**config.mk**
```make
export PLATFORM = sky130hd
export DESIGN_NAME = sonar_scheduler
export DESIGN_NICKNAME = d
export VERILOG_FILES = /design/src/rtl/sonar_scheduler.sv
export SDC_FILE = /design/constraint.sdc
export NUM_CORES = 1
export LEC_CHECK = 0
export BUFFER_PORTS_ARGS = -buffer_cell sky130_fd_sc_hd__buf_4
export CAP_MARGIN = 20
export CORE_MARGIN = 2
export CORE_UTILIZATION = 38
export CTS_CLUSTER_SIZE = 8
export DETAILED_ROUTE_END_ITERATION = 12
export PLACE_DENSITY = 0.65
export SETUP_SLACK_MARGIN = 0.15
export SYNTH_ARGS = -nofsm -noshare
export SYNTH_HDL_FRONTEND = slang
export SYNTH_SLANG_ARGS = --single-unit
```
**constraint.sdc**
```tcl
create_clock -name clock -period 3.3 [get_ports clock]
set_clock_uncertainty 0.2 [all_clocks]
set_input_delay 0.165 -clock clock [delete_from_list [all_inputs] [get_ports clock]]
set_output_delay 0.165 -clock clock [all_outputs]
set_load 0.01 [all_outputs]
```
**src/rtl/sonar_scheduler.sv**
```systemverilog
// sonar_scheduler
// Round-robin ranging controller that shares one echo-timing datapath between
// up to four HC-SR04-style ultrasonic sensors. Each slot fires one trigger,
// times the echo, converts the high time to whole centimetres with a
// prescaler instead of a divider, reports the result, then waits out a quiet
// guard interval so one sensor's ping cannot be heard by the next.
//
// Ports:
//   clock      system clock
//   resetn     asynchronous active-low reset
//   enable     level; 1 = keep scheduling measurements
//   echo       echo lines, one per sensor
//   trig       trigger lines, at most one high at a time
//   distance   last result in cm, saturating at 255 (255 on timeout)
//   sensor_id  sensor index that produced distance
//   valid      one-cycle pulse when distance/sensor_id/timeout update
//   timeout    1 = last result was a timeout
//   busy       1 whenever the scheduler is not idle
//
// Build option: define SONAR_ECHO_SYNC_EN to pass every echo bit through a
// 2-flop synchronizer (adds 2 clocks of latency to edge detection,
// measurement and valid). Left undefined, echo is used as-is and must
// already be synchronous to clock.

module sonar_scheduler #(
  parameter int NUM_SENSORS    = 2,
  parameter int TRIG_CYCLES    = 500,
  parameter int CM_DIVISOR     = 2900,
  parameter int TIMEOUT_CYCLES = 1500000,
  parameter int GUARD_CYCLES   = 500000
) (
  input  logic                   clock,
  input  logic                   resetn,
  input  logic                   enable,
  input  logic [NUM_SENSORS-1:0] echo,
  output logic [NUM_SENSORS-1:0] trig,
  output logic [7:0]             distance,
  output logic [1:0]             sensor_id,
  output logic                   valid,
  output logic                   timeout,
  output logic                   busy
);

  localparam int TRIG_W  = $clog2(TRIG_CYCLES + 1);
  localparam int PRE_W   = $clog2(CM_DIVISOR + 1);
  localparam int TO_W    = $clog2(TIMEOUT_CYCLES + 1);
  localparam int GUARD_W = $clog2(GUARD_CYCLES + 1);

  localparam logic [TRIG_W-1:0]  TRIG_LAST  = TRIG_W'(TRIG_CYCLES - 1);
  localparam logic [PRE_W-1:0]   PRE_LAST   = PRE_W'(CM_DIVISOR - 1);
  localparam logic [TO_W-1:0]    TO_LAST    = TO_W'(TIMEOUT_CYCLES - 1);
  localparam logic [GUARD_W-1:0] GUARD_LAST = GUARD_W'(GUARD_CYCLES - 1);
  localparam logic [1:0]         SEL_LAST   = 2'(NUM_SENSORS - 1);

  typedef enum logic [2:0] {IDLE, TRIG, WAIT_RISE, MEASURE, GUARD} state_t;

  state_t                   state_reg;
  logic [1:0]               sel_reg;
  logic [NUM_SENSORS-1:0]   trig_reg;
  logic [TRIG_W-1:0]        trig_cnt_reg;
  logic [PRE_W-1:0]         pre_reg;
  logic [7:0]               cm_reg;
  logic [TO_W-1:0]          to_cnt_reg;
  logic [GUARD_W-1:0]       guard_cnt_reg;
  logic                     echo_prev_reg;
  logic [7:0]               distance_reg;
  logic [1:0]               sensor_id_reg;
  logic                     valid_reg;
  logic                     timeout_reg;
  logic                     busy_reg;

  // Echo conditioning: optional 2-flop synchronizer per bit.
  logic [NUM_SENSORS-1:0] echo_s;
`ifdef SONAR_ECHO_SYNC_EN
  generate
    for (genvar gi = 0; gi < NUM_SENSORS; gi++) begin : g_sync
      logic sync1_reg;
      logic sync2_reg;
      always_ff @(posedge clock or negedge resetn) begin
        if (!resetn) begin
          sync1_reg <= 1'b0;
          sync2_reg <= 1'b0;
        end else begin
          sync1_reg <= echo[gi];
          sync2_reg <= sync1_reg;
        end
      end
      assign echo_s[gi] = sync2_reg;
    end
  endgenerate
`else
  assign echo_s = echo;
`endif

  // Zero-pad to the full 2-bit selector range so indexing by sel_reg is
  // always in bounds, whatever NUM_SENSORS is.
  logic [3:0] echo_pad;
  logic       echo_sel;
  logic [1:0] sel_wrap;
  logic       rise;
  logic       to_last;

  assign echo_pad = 4'(echo_s);
  assign echo_sel = echo_pad[sel_reg];
  assign sel_wrap = (sel_reg == SEL_LAST) ? 2'd0 : sel_reg + 2'd1;
  // echo_prev_reg tracks the selected line every clock, so a line that is
  // already high when WAIT_RISE is entered is not seen as an edge.
  assign rise     = echo_sel && !echo_prev_reg;
  assign to_last  = (to_cnt_reg == TO_LAST);

  function automatic logic [NUM_SENSORS-1:0] onehot(input logic [1:0] s);
    logic [3:0] t;
    t = 4'b0001 << s;
    return t[NUM_SENSORS-1:0];
  endfunction

  always_ff @(posedge clock or negedge resetn) begin
    if (!resetn) begin
      state_reg     <= IDLE;
      sel_reg       <= 2'd0;
      trig_reg      <= '0;
      trig_cnt_reg  <= '0;
      pre_reg       <= '0;
      cm_reg        <= 8'd0;
      to_cnt_reg    <= '0;
      guard_cnt_reg <= '0;
      echo_prev_reg <= 1'b0;
      distance_reg  <= 8'd0;
      sensor_id_reg <= 2'd0;
      valid_reg     <= 1'b0;
      timeout_reg   <= 1'b0;
      busy_reg      <= 1'b0;
    end else begin
      valid_reg     <= 1'b0;
      echo_prev_reg <= echo_sel;
      case (state_reg)
        IDLE: begin
          if (enable) begin
            state_reg    <= TRIG;
            trig_reg     <= onehot(sel_reg);
            trig_cnt_reg <= '0;
            busy_reg     <= 1'b1;
          end
        end
        TRIG: begin
          if (trig_cnt_reg == TRIG_LAST) begin
            trig_reg   <= '0;
            to_cnt_reg <= '0;
            state_reg  <= WAIT_RISE;
          end else begin
            trig_cnt_reg <= trig_cnt_reg + 1'b1;
          end
        end
        WAIT_RISE: begin
          if (to_last) begin
            distance_reg  <= 8'd255;
            sensor_id_reg <= sel_reg;
            timeout_reg   <= 1'b1;
            valid_reg     <= 1'b1;
            guard_cnt_reg <= '0;
            state_reg     <= GUARD;
          end else begin
            to_cnt_reg <= to_cnt_reg + 1'b1;
            if (rise) begin
              pre_reg   <= '0;
              cm_reg    <= 8'd0;
              state_reg <= MEASURE;
            end
          end
        end
        MEASURE: begin
          // Echo fall is tested first so it wins over a same-clock timeout.
          if (!echo_sel) begin
            distance_reg  <= cm_reg;
            sensor_id_reg <= sel_reg;
            timeout_reg   <= 1'b0;
            valid_reg     <= 1'b1;
            guard_cnt_reg <= '0;
            state_reg     <= GUARD;
          end else if (to_last) begin
            distance_reg  <= 8'd255;
            sensor_id_reg <= sel_reg;
            timeout_reg   <= 1'b1;
            valid_reg     <= 1'b1;
            guard_cnt_reg <= '0;
            state_reg     <= GUARD;
          end else begin
            to_cnt_reg <= to_cnt_reg + 1'b1;
            if (pre_reg == PRE_LAST) begin
              pre_reg <= '0;
              if (cm_reg != 8'd255) cm_reg <= cm_reg + 8'd1;
            end else begin
              pre_reg <= pre_reg + 1'b1;
            end
          end
        end
        GUARD: begin
          if (guard_cnt_reg == GUARD_LAST) begin
            guard_cnt_reg <= '0;
            sel_reg       <= sel_wrap;
            if (enable) begin
              state_reg    <= TRIG;
              trig_reg     <= onehot(sel_wrap);
              trig_cnt_reg <= '0;
            end else begin
              state_reg <= IDLE;
              busy_reg  <= 1'b0;
            end
          end else begin
            guard_cnt_reg <= guard_cnt_reg + 1'b1;
          end
        end
        default: begin
          state_reg <= IDLE;
          trig_reg  <= '0;
          busy_reg  <= 1'b0;
        end
      endcase
    end
  end

  assign trig      = trig_reg;
  assign distance  = distance_reg;
  assign sensor_id = sensor_id_reg;
  assign valid     = valid_reg;
  assign timeout   = timeout_reg;
  assign busy      = busy_reg;

endmodule
```
==> results of run 1 <==
Yosys cell counts (3+ instances only):
cell	count
nand2_1	51
buf_4	3
xor2_1	5
a31oi_1	37
nor3_1	21
o21a_1	9
ha_1	5
nand3_1	29
buf_2	4
o31a_1	6
o31ai_2	4
or3_1	4
nand4_1	22
o22ai_1	5
and2_1	4
o21ai_0	34
and3_1	12
nor2_1	26
a21oi_1	27
o22a_1	7
mux2i_1	3
nand2b_1	8
o41ai_1	10
o31ai_1	3
dfrtp_1	90
inv_1	25
and4_1	6
clkbuf_1	17
or4_1	7
nor4_1	10
stage by stage:
stage / area, um2 / util, % / hold slack, ps / power [W]
2_1_floorplan: 4920 / - / -331 / 0.00147
3_3_place_gp: 5300 / 42.0 / 55.0 / 0.00159
3_5_place_dp: 5300 / 42.0 / 54.0 / 0.00160
4_1_cts: 5640 / 44.7 / 41.9 / 0.00272
5_1_grt: 5640 / 44.7 / 98.1 / 0.00282
6_report: 5640 / 44.7 / 56.3 / 0.00270
power groups by stage:
stage	sequential [W]	combinational, W	clock (W)
6_report	0.00125	0.000337	0.00111
5_1_grt	0.00126	0.000385	0.00118
4_1_cts	0.00124	0.000339	0.00113
3_5_place_dp	0.00126	0.000334	0
3_3_place_gp	0.00126	0.000325	0
2_1_floorplan	0.00125	0.000216	0
cell families (layout without fill, tap and decap cells):
| kind of cell | Yosys count | in the layout |
|---|---|---|
| fa+ha+maj | 5 | 5 |
| buf+inv | 52 | 80 |
| mux | 6 | 6 |
| simple gates | 214 | 214 |
| flops | 90 | 90 |
| xor+xnor | 7 | 7 |
| compound gates | 162 | 162 |
tightest hold or removal path: stages:
cell	delay [ps]
buf_4	90
mux2i_1	110
nor2_1	180
layer usage:
metal,share of wire [%],track usage (%),vias up,wire (um)
met5,0,0,-,0
met4,1.2,5.80,0,143
met3,4.9,4.31,16,591
met2,47,28.5,140,5720
met1,47,25.2,2144,5650
li1,-,-,2096,-
layout make-up:
class / count / share of cell area [%]
clock inverters: 4 / 1.35
clock buffers: 11 / 4.31
multi-input cells: 394 / 43.5
flip-flops and latches: 90 / 40.0
inverters: 25 / 1.67
repair buffers: 40 / 5.42
well taps: 172 / 3.82
worst paths after layout:
kind | endpoint | from | slack, ps
min in group asynchronous | pre_reg[7]$_DFFE_PN0P_ | resetn | 180
max reg2reg | cm_reg[2]$_DFFE_PN0P_ | to_cnt_reg[12]$_DFFE_PN0P_ | 370
max | cm_reg[2]$_DFFE_PN0P_ | to_cnt_reg[12]$_DFFE_PN0P_ | 370
max in group asynchronous | to_cnt_reg[10]$_DFFE_PN0P_ | resetn | 1940
min reg2reg | guard_cnt_reg[18]$_DFFE_PN0P_ | guard_cnt_reg[18]$_DFFE_PN0P_ | 280
min | echo_prev_reg$_DFF_PN0_ | echo[0] | 60
==> qor.csv, run 1 <==
metric,value,unit
max incr delay on CP,570,ps
post-DR wirelength/cell,16.4,um
final worst-path cycle share,88.7,%
Synthesis Warnings,0,
post_cts resized,0,
xor-xnor portion of the synthesized cell area,1.24,%
PwrDens,478,nW/um2
Initial DRC Count,392,
"Seq/Total Area, Yosys",45.7,%
vias per inst,5.97,
pin count of the biggest net entering global routing,54,
drt drc,0,
"Slew Viols, Final",0,
# fillers,1240,
max_slew headroom,54.4,%
DP Worst Slack,396,ps
Final ANT Viol Nets,0,
Die H,118,um
final worst slack,372,ps
Worst Setup End Kind,register,
CP top delay family,simple AND/OR/NAND/NOR gates,
mux contribution to synthesized area,1.30,%
die area,13900,um2
Main synth FF type,dfrtp_1,
Post-Synth Adder-Cell Area,1.27,%
worst-path cell chain,"or4b_1, or4_4, o21ai_2, or4_1, o21ai_0",
vias in the first global route,4228,
fin cells,736,
"area leader, netlist",dfrtp_1,
CORE AREA,12600,um2
ys async rst share,100,%
Sw Pwr,0.000702,W
final WL,12100,um
Logic pwr share,12.5,%
Die Wd,118,um
Post-synth EDFFs,0,
antenna violations before repair,0,
Antenna diodes,0,
Critical Path Start Type,register,
min Tclk post-route,2930,ps
sequential share of power,46.2,%
"flops & latches, synth",90,
Crit-path slowest cell,or4b_1,
GRT overflow,0,
"Cell Area, Synth",4920,um2
layout cells sized above 1,12.4,%
Vias,4396,
"top cells by area, synth","dfrtp_1, a31oi_1, nand2_1",
standby leakage power,2.27,nW
maximum vdd drop,0.000265,V
CTS Buf Count,9,
first-pass GRT wire length,21100,um
GP Congestion,0.848,
Setup CP Type,register to register,
Critical path buffers and inverters,0,
RSZ-0062 raised after global routing,no,
Root Driver,clkbuf_16,
"commonest non-fill, non-tap cell in the layout",dfrtp_1,
Clock Power Share,41.2,%
"commonest cells after routing, fill and taps aside","dfrtp_1, nand2_1, buf_4",
I/O pin total,20,
maxcap violations,0,
main combinational cell family by area after synthesis,simple AND/OR/NAND/NOR gates,
run status,"complete, no violations",
Clock Latency Late Sink,350,ps
Area Growth Syn to Fin,14.4,%
Compound-Gate Fraction of Synth Area,22.4,%
worst hold path class,input pin to register,
clk sinks,90,
Max clock buf depth,2,
setup tns final,0,ps
Initial Util,39.0,%
Worst EP required,3320,ps
Final setup viols,0,
"Max FO, Critical Path",13,
Post-Synth Simple-Gate Area,23.5,%
max FFs per register,21,
fmax,342,MHz
placed insts,719,
PortBufs,19,
CTS Hold Buffers Added,2,
Synth Area per Inst,9.19,um2
Int Pwr,0.00199,W
clock-pin slew on the worst setup and hold paths,70,ps
dpl hpwl,8300,um
WP depth,5,
Reg area,2250,um2
CTS tree,yes,
Sw Ratio,26.0,%
hold depth,3,
gr usage total,18.3,%
Worst Tran Pin Value,683,ps
post-CTS setup buffers,0,
Nets,570,
synthesized instance count,536,
multi-input logic area,2450,um2
Final Hold Vio Count,0,
worst-case reg-to-reg path depth,5,
Post-Syn Nets,546,
Synth cell types,62,
H-tree levels,3,
Worst Path Arrival,2950,ps
DRT Pass-1 Iters,5,
num rows,41,
share of the synthesized area in the top cell type,45.7,%
Note: power is estimated with default switching activity, not from simulation.
==> run 2: changes to the inputs <==
--- a/config.mk
+++ b/config.mk
@@ -9,6 +9,7 @@
 export CAP_MARGIN = 20
 export CORE_MARGIN = 2
 export CORE_UTILIZATION = 38
+export CTS_BUF_LIST = sky130_fd_sc_hd__clkbuf_4 sky130_fd_sc_hd__clkbuf_8 sky130_fd_sc_hd__clkbuf_16
 export CTS_CLUSTER_SIZE = 8
 export DETAILED_ROUTE_END_ITERATION = 12
 export PLACE_DENSITY = 0.65
==> qor.csv, run 2 (synthesized netlist as in run 1, its figures left out) <==
metric,value,unit,change
max FFs per register,21,,unchanged
Sw Ratio,26.0,%,-0.047 points
maxcap violations,0,,unchanged
Antenna diodes,0,,unchanged
Worst Tran Pin Value,683,ps,+0.130 ps
Area Growth Syn to Fin,14.5,%,about the same
setup tns final,0,ps,unchanged
"commonest cells after routing, fill and taps aside","dfrtp_1, nand2_1, buf_4",,
run status,"complete, no violations",,
PwrDens,480,nW/um2,+0.28%
pin count of the biggest net entering global routing,54,,unchanged
H-tree levels,3,,unchanged
"Slew Viols, Final",0,,unchanged
min Tclk post-route,2930,ps,-2.01 ps
Nets,570,,unchanged
CORE AREA,12600,um2,unchanged
clk sinks,90,,unchanged
"commonest non-fill, non-tap cell in the layout",dfrtp_1,,
"Max FO, Critical Path",13,,unchanged
Die H,118,um,unchanged
drt drc,0,,unchanged
Initial DRC Count,393,,+0.26%
Vias,4405,,+0.20%
Setup CP Type,register to register,,
Die Wd,118,um,unchanged
maximum vdd drop,0.000265,V,about the same
Max clock buf depth,2,,unchanged
dpl hpwl,8300,um,unchanged
Critical Path Start Type,register,,
Clock Latency Late Sink,350,ps,about the same
Crit-path slowest cell,or4b_1,,
DRT Pass-1 Iters,5,,unchanged
vias in the first global route,4228,,unchanged
fmax,342,MHz,about the same
post-DR wirelength/cell,16.5,um,+0.17%
multi-input logic area,2450,um2,unchanged
final worst-path cycle share,88.7,%,about the same
CTS tree,yes,,
total power after layout,0.00271,W,+0.35%
max_slew headroom,54.4,%,about the same
standby leakage power,2.27,nW,+0.15%
placed insts,719,,unchanged
worst hold path class,input pin to register,,
Clock Power Share,41.5,%,+0.3 points
clock-pin slew on the worst setup and hold paths,70,ps,about the same
r2r setup slk,370,ps,about the same
Logic pwr share,12.5,%,about the same
Worst EP required,3320,ps,about the same
layout cells sized above 1,12.6,%,+0.18 points
Final setup viols,0,,unchanged
sequential share of power,46.1,%,about the same
Area after DPL,5300,um2,unchanged
worst-path cell chain,"or4b_1, or4_4, o21ai_2, or4_1, o21ai_0",,
I/O pin total,20,,unchanged
Util after Layout,44.7,%,about the same
Worst Setup End Kind,register,,
Reg area,2250,um2,unchanged
first-pass GRT wire length,21100,um,unchanged
Root Driver,clkbuf_16,,
CTS Buf Count,9,,unchanged
Int Pwr,0.00200,W,+0.41%
fin cells,736,,unchanged
GP Congestion,0.848,,unchanged
RSZ-0062 raised after global routing,no,,
GRT overflow,0,,unchanged
Worst Path Arrival,2950,ps,about the same
final WL,12100,um,+0.17%
Final ANT Viol Nets,0,,unchanged
antenna violations before repair,0,,unchanged
PortBufs,19,,unchanged
Sw Pwr,0.000703,W,+0.17%
num rows,41,,unchanged
Final Hold Vio Count,0,,unchanged
CP top delay family,simple AND/OR/NAND/NOR gates,,
vias per inst,5.99,,+0.20%
Initial Util,39.0,%,unchanged
# fillers,1241,,+0.081%
Critical path buffers and inverters,0,,unchanged
Final Instance Area,5640,um2,about the same
gr usage total,18.3,%,unchanged
post_cts resized,0,,unchanged
die area,13900,um2,unchanged
max incr delay on CP,570,ps,about the same
==> run 2: power groups by stage <==
stage | Sequential, W | Clock (W) | Combinational [W]
floorplan | 0.00125 | 0 | 0.000216
global placement | 0.00126 | 0 | 0.000325
detailed placement | 0.00126 | 0 | 0.000334
CTS | 0.00124 | 0.00114 | 0.000339
global route | 0.00126 | 0.00119 | 0.000385
finish | 0.00125 | 0.00112 | 0.000337
==> run 2: timing repair <==
| action | CTS | global route |
|---|---|---|
| endpoints found under the hold margin | 52 | 0 |
| buffers inserted | 0 | 0 |
| hold buffers | 2 | 0 |
==> run 2: final cells by class <==
type,count,share of cell area (%)
Inverter,25,1.66
Clock buffer,11,4.37
Tap cell,172,3.82
Multi-Input combinational cell,394,43.4
Clock inverter,4,1.35
Sequential cell,90,39.9
Timing Repair Buffer,40,5.41
==> run 2: worst paths after layout <==
path	startpoint	endpoint	cells after the start
setup / recovery	to_cnt_reg[12]$_DFFE_PN0P_	cm_reg[2]$_DFFE_PN0P_	5
min in group asynchronous	resetn	pre_reg[7]$_DFFE_PN0P_	2
hold / removal	echo[0]	echo_prev_reg$_DFF_PN0_	3
setup reg to reg	to_cnt_reg[12]$_DFFE_PN0P_	cm_reg[2]$_DFFE_PN0P_	5
max in group asynchronous	resetn	to_cnt_reg[8]$_DFFE_PN0P_	3
hold reg to reg	guard_cnt_reg[18]$_DFFE_PN0P_	guard_cnt_reg[18]$_DFFE_PN0P_	1
==> run 2: per-layer routing <==
metal	share of wire [%]	track usage (%)	vias to the layer above
li1	-	-	2097
met1	47	25.2	2142
met2	47	28.5	150
met3	5.1	4.31	16
met4	1.2	5.80	0
met5	0	0	-
==> run 2: through the flow <==
stage | hold slack (ps) | setup slack (ps)
5_1_grt | 98.1 | 236
6_report | 55.4 | 374
3_5_place_dp | 54.0 | 396
2_1_floorplan | -331 | 888
3_3_place_gp | 55.0 | 494
4_1_cts | 41.9 | 399
==> run 2: worst register-to-register path, cell delays in order (launching register included) <==
cell     delay [ps]
dfrtp_1         440
or4b_1          570
or4_4           550
o21ai_2         510
or4_1           390
o21ai_0         140
==> run 3: changes to the inputs <==
--- a/config.mk
+++ b/config.mk
@@ -7,9 +7,9 @@
 export LEC_CHECK = 0
 export BUFFER_PORTS_ARGS = -buffer_cell sky130_fd_sc_hd__buf_4
 export CAP_MARGIN = 20
-export CORE_MARGIN = 2
 export CORE_UTILIZATION = 38
 export CTS_BUF_LIST = sky130_fd_sc_hd__clkbuf_4 sky130_fd_sc_hd__clkbuf_8 sky130_fd_sc_hd__clkbuf_16
+export CTS_CLUSTER_DIAMETER = 120
 export CTS_CLUSTER_SIZE = 8
 export DETAILED_ROUTE_END_ITERATION = 12
 export PLACE_DENSITY = 0.65
==> qor.csv, run 3 (synthesized netlist as in run 1, its figures left out) <==
metric,value,unit,change
run status,"complete, no violations",,
Clock Latency Late Sink,340,ps,about the same
Worst Path Arrival,2910,ps,-40 ps
Worst Tran Pin Value,804,ps,+121 ps
setup tns final,0,ps,unchanged
CTS Buf Count,9,,unchanged
PwrDens,467,nW/um2,-2.7%
Final ANT Viol Nets,0,,unchanged
Worst EP required,3310,ps,about the same
vias in the first global route,4040,,-4.4%
# fillers,1246,,+0.40%
Crit-path slowest cell,or4b_1,,
max FFs per register,21,,unchanged
final worst-path cycle share,87.9,%,-0.73 points
gr usage total,19.3,%,+1.0 points
multi-input logic area,2450,um2,unchanged
dpl hpwl,8180,um,-1.4%
Critical Path Start Type,register,,
clk sinks,90,,unchanged
max_slew headroom,46.4,%,-8.1 points
"commonest non-fill, non-tap cell in the layout",dfrtp_1,,
clock-pin slew on the worst setup and hold paths,60,ps,about the same
maxcap violations,0,,unchanged
worst hold path class,input pin to register,,
"Max FO, Critical Path",13,,unchanged
CP top delay family,simple AND/OR/NAND/NOR gates,,
layout cells sized above 1,12.6,%,+0.022 points
GP Congestion,0.848,,about the same
Initial Util,39.0,%,unchanged
"commonest cells after routing, fill and taps aside","dfrtp_1, nand2_1, buf_4",,
H-tree levels,3,,unchanged
max incr delay on CP,560,ps,about the same
Final setup viols,0,,unchanged
drt drc,0,,unchanged
I/O pin total,20,,unchanged
Root Driver,clkbuf_16,,
CTS tree,yes,,
PortBufs,19,,unchanged
Die Wd,116,um,-1.7%
vias per inst,5.90,,-1.4%
min-delay src,enable,,
Die H,116,um,-1.7%
Critical path buffers and inverters,0,,unchanged
Area Growth Syn to Fin,13.7,%,
"Slew Viols, Final",0,,unchanged
fmax,345,MHz,+0.83%
Antenna diodes,0,,unchanged
Nets,569,,-0.18%
r2r setup slk,400,ps,+20 ps
Vias,4339,,-1.5%
Max clock buf depth,2,,unchanged
Setup CP Type,register to register,,
CORE AREA,12600,um2,unchanged
min Tclk post-route,2900,ps,-24.1 ps
final WL,11900,um,-1.4%
num rows,41,,unchanged
GRT overflow,0,,unchanged
pin count of the biggest net entering global routing,47,,-13%
DRT Pass-1 Iters,5,,unchanged
Worst Setup End Kind,register,,
Initial DRC Count,319,,-19%
Final Hold Vio Count,0,,unchanged
worst-path cell chain,"or4b_1, or4_4, o21ai_2, or4_1, o21ai_0",,
first-pass GRT wire length,20500,um,-2.8%
standby leakage power,2.26,nW,-0.45%
Util after Layout,44.4,%,-0.31 points
Crit Reg-Reg Startpoint,to_cnt_reg[12]$_DFFE_PN0P_,,
Reg area,2250,um2,unchanged
CP startpoint,to_cnt_reg[12]$_DFFE_PN0P_,,
maximum vdd drop,0.000315,V,+19%
die area,13400,um2,-3.4%
antenna violations before repair,0,,unchanged
post-DR wirelength/cell,16.3,um,-1.3%
post_cts resized,0,,unchanged
RSZ-0062 raised after global routing,no,,
run 3: cell count changes in the layout (fill, tap and decap cells not counted):
cell,previous run,this run
clkinv_4,1,0
dlygate4sd3_1,2,1
clkbuf_4,1,2
bufinv_16,2,1
clkinvlp_4,1,0
clkinv_2,0,2
run 3: timing repair:
action	in CTS	in global routing
hold buffers	1	0
endpoints found under the hold margin	44	0
setup endpoints to repair	0	0
setup buffers	0	0
run 3: worst reg2reg max path, stage by stage, from the launching register on:
cell     delay, ps
dfrtp_1        440
or4b_1         560
or4_4          550
o21ai_2        470
or4_1          390
o21ai_0        150
run 3: cell type report:
type	count	area share [%]
Tap cell	172	3.84
Multi-Input combinational cell	394	43.7
Inverter	25	1.68
Sequential cell	90	40.2
Timing Repair Buffer	39	5.27
Clock buffer	12	4.54
Clock inverter	3	0.715
run 3: final timing paths:
check	end	depth (start not counted)
setup reg to reg	cm_reg[2]$_DFFE_PN0P_	5
hold reg to reg	to_cnt_reg[20]$_DFFE_PN0P_	1
max in group asynchronous	trig_cnt_reg[0]$_DFFE_PN0P_	3
setup / recovery	cm_reg[2]$_DFFE_PN0P_	5
hold / removal	busy$_DFFE_PN0P_	4
min in group asynchronous	pre_reg[5]$_DFFE_PN0P_	2
run 3: routing by layer:
layer	global-route usage [%]	routed length, um	share of wire (%)	up-vias
li1	-	-	-	2080
met1	26.5	5730	48	2152
met2	31.0	5680	48	98
met3	4.39	424	3.5	9
met4	4.62	112	0.94	0
met5	0	0	0	-
run 3: where the power goes:
| group | switching (W) | internal [W] |
|---|---|---|
| clock | 0.000413 | 0.000618 |
| sequential | 0.0000744 | 0.00117 |
| combinational | 0.000197 | 0.000138 |
| total | 0.000685 | 0.00193 |
run 3: through the flow:
| step | instance area (um2) | total power, W | std cells | setup slack (ps) | hold slack (ps) |
|---|---|---|---|---|---|
| 6_report | 5600 | 0.00261 | 735 | 398 | 15.1 |
| 5_1_grt | 5600 | 0.00273 | 735 | 283 | 61.4 |
| 4_1_cts | 5600 | 0.00264 | 735 | 372 | 6.37 |
| 3_5_place_dp | 5300 | 0.00160 | 719 | 412 | 12.7 |
| 3_3_place_gp | 5300 | 0.00158 | 719 | 495 | 6.94 |
| 2_1_floorplan | 4920 | 0.00147 | 536 | 888 | -331 |
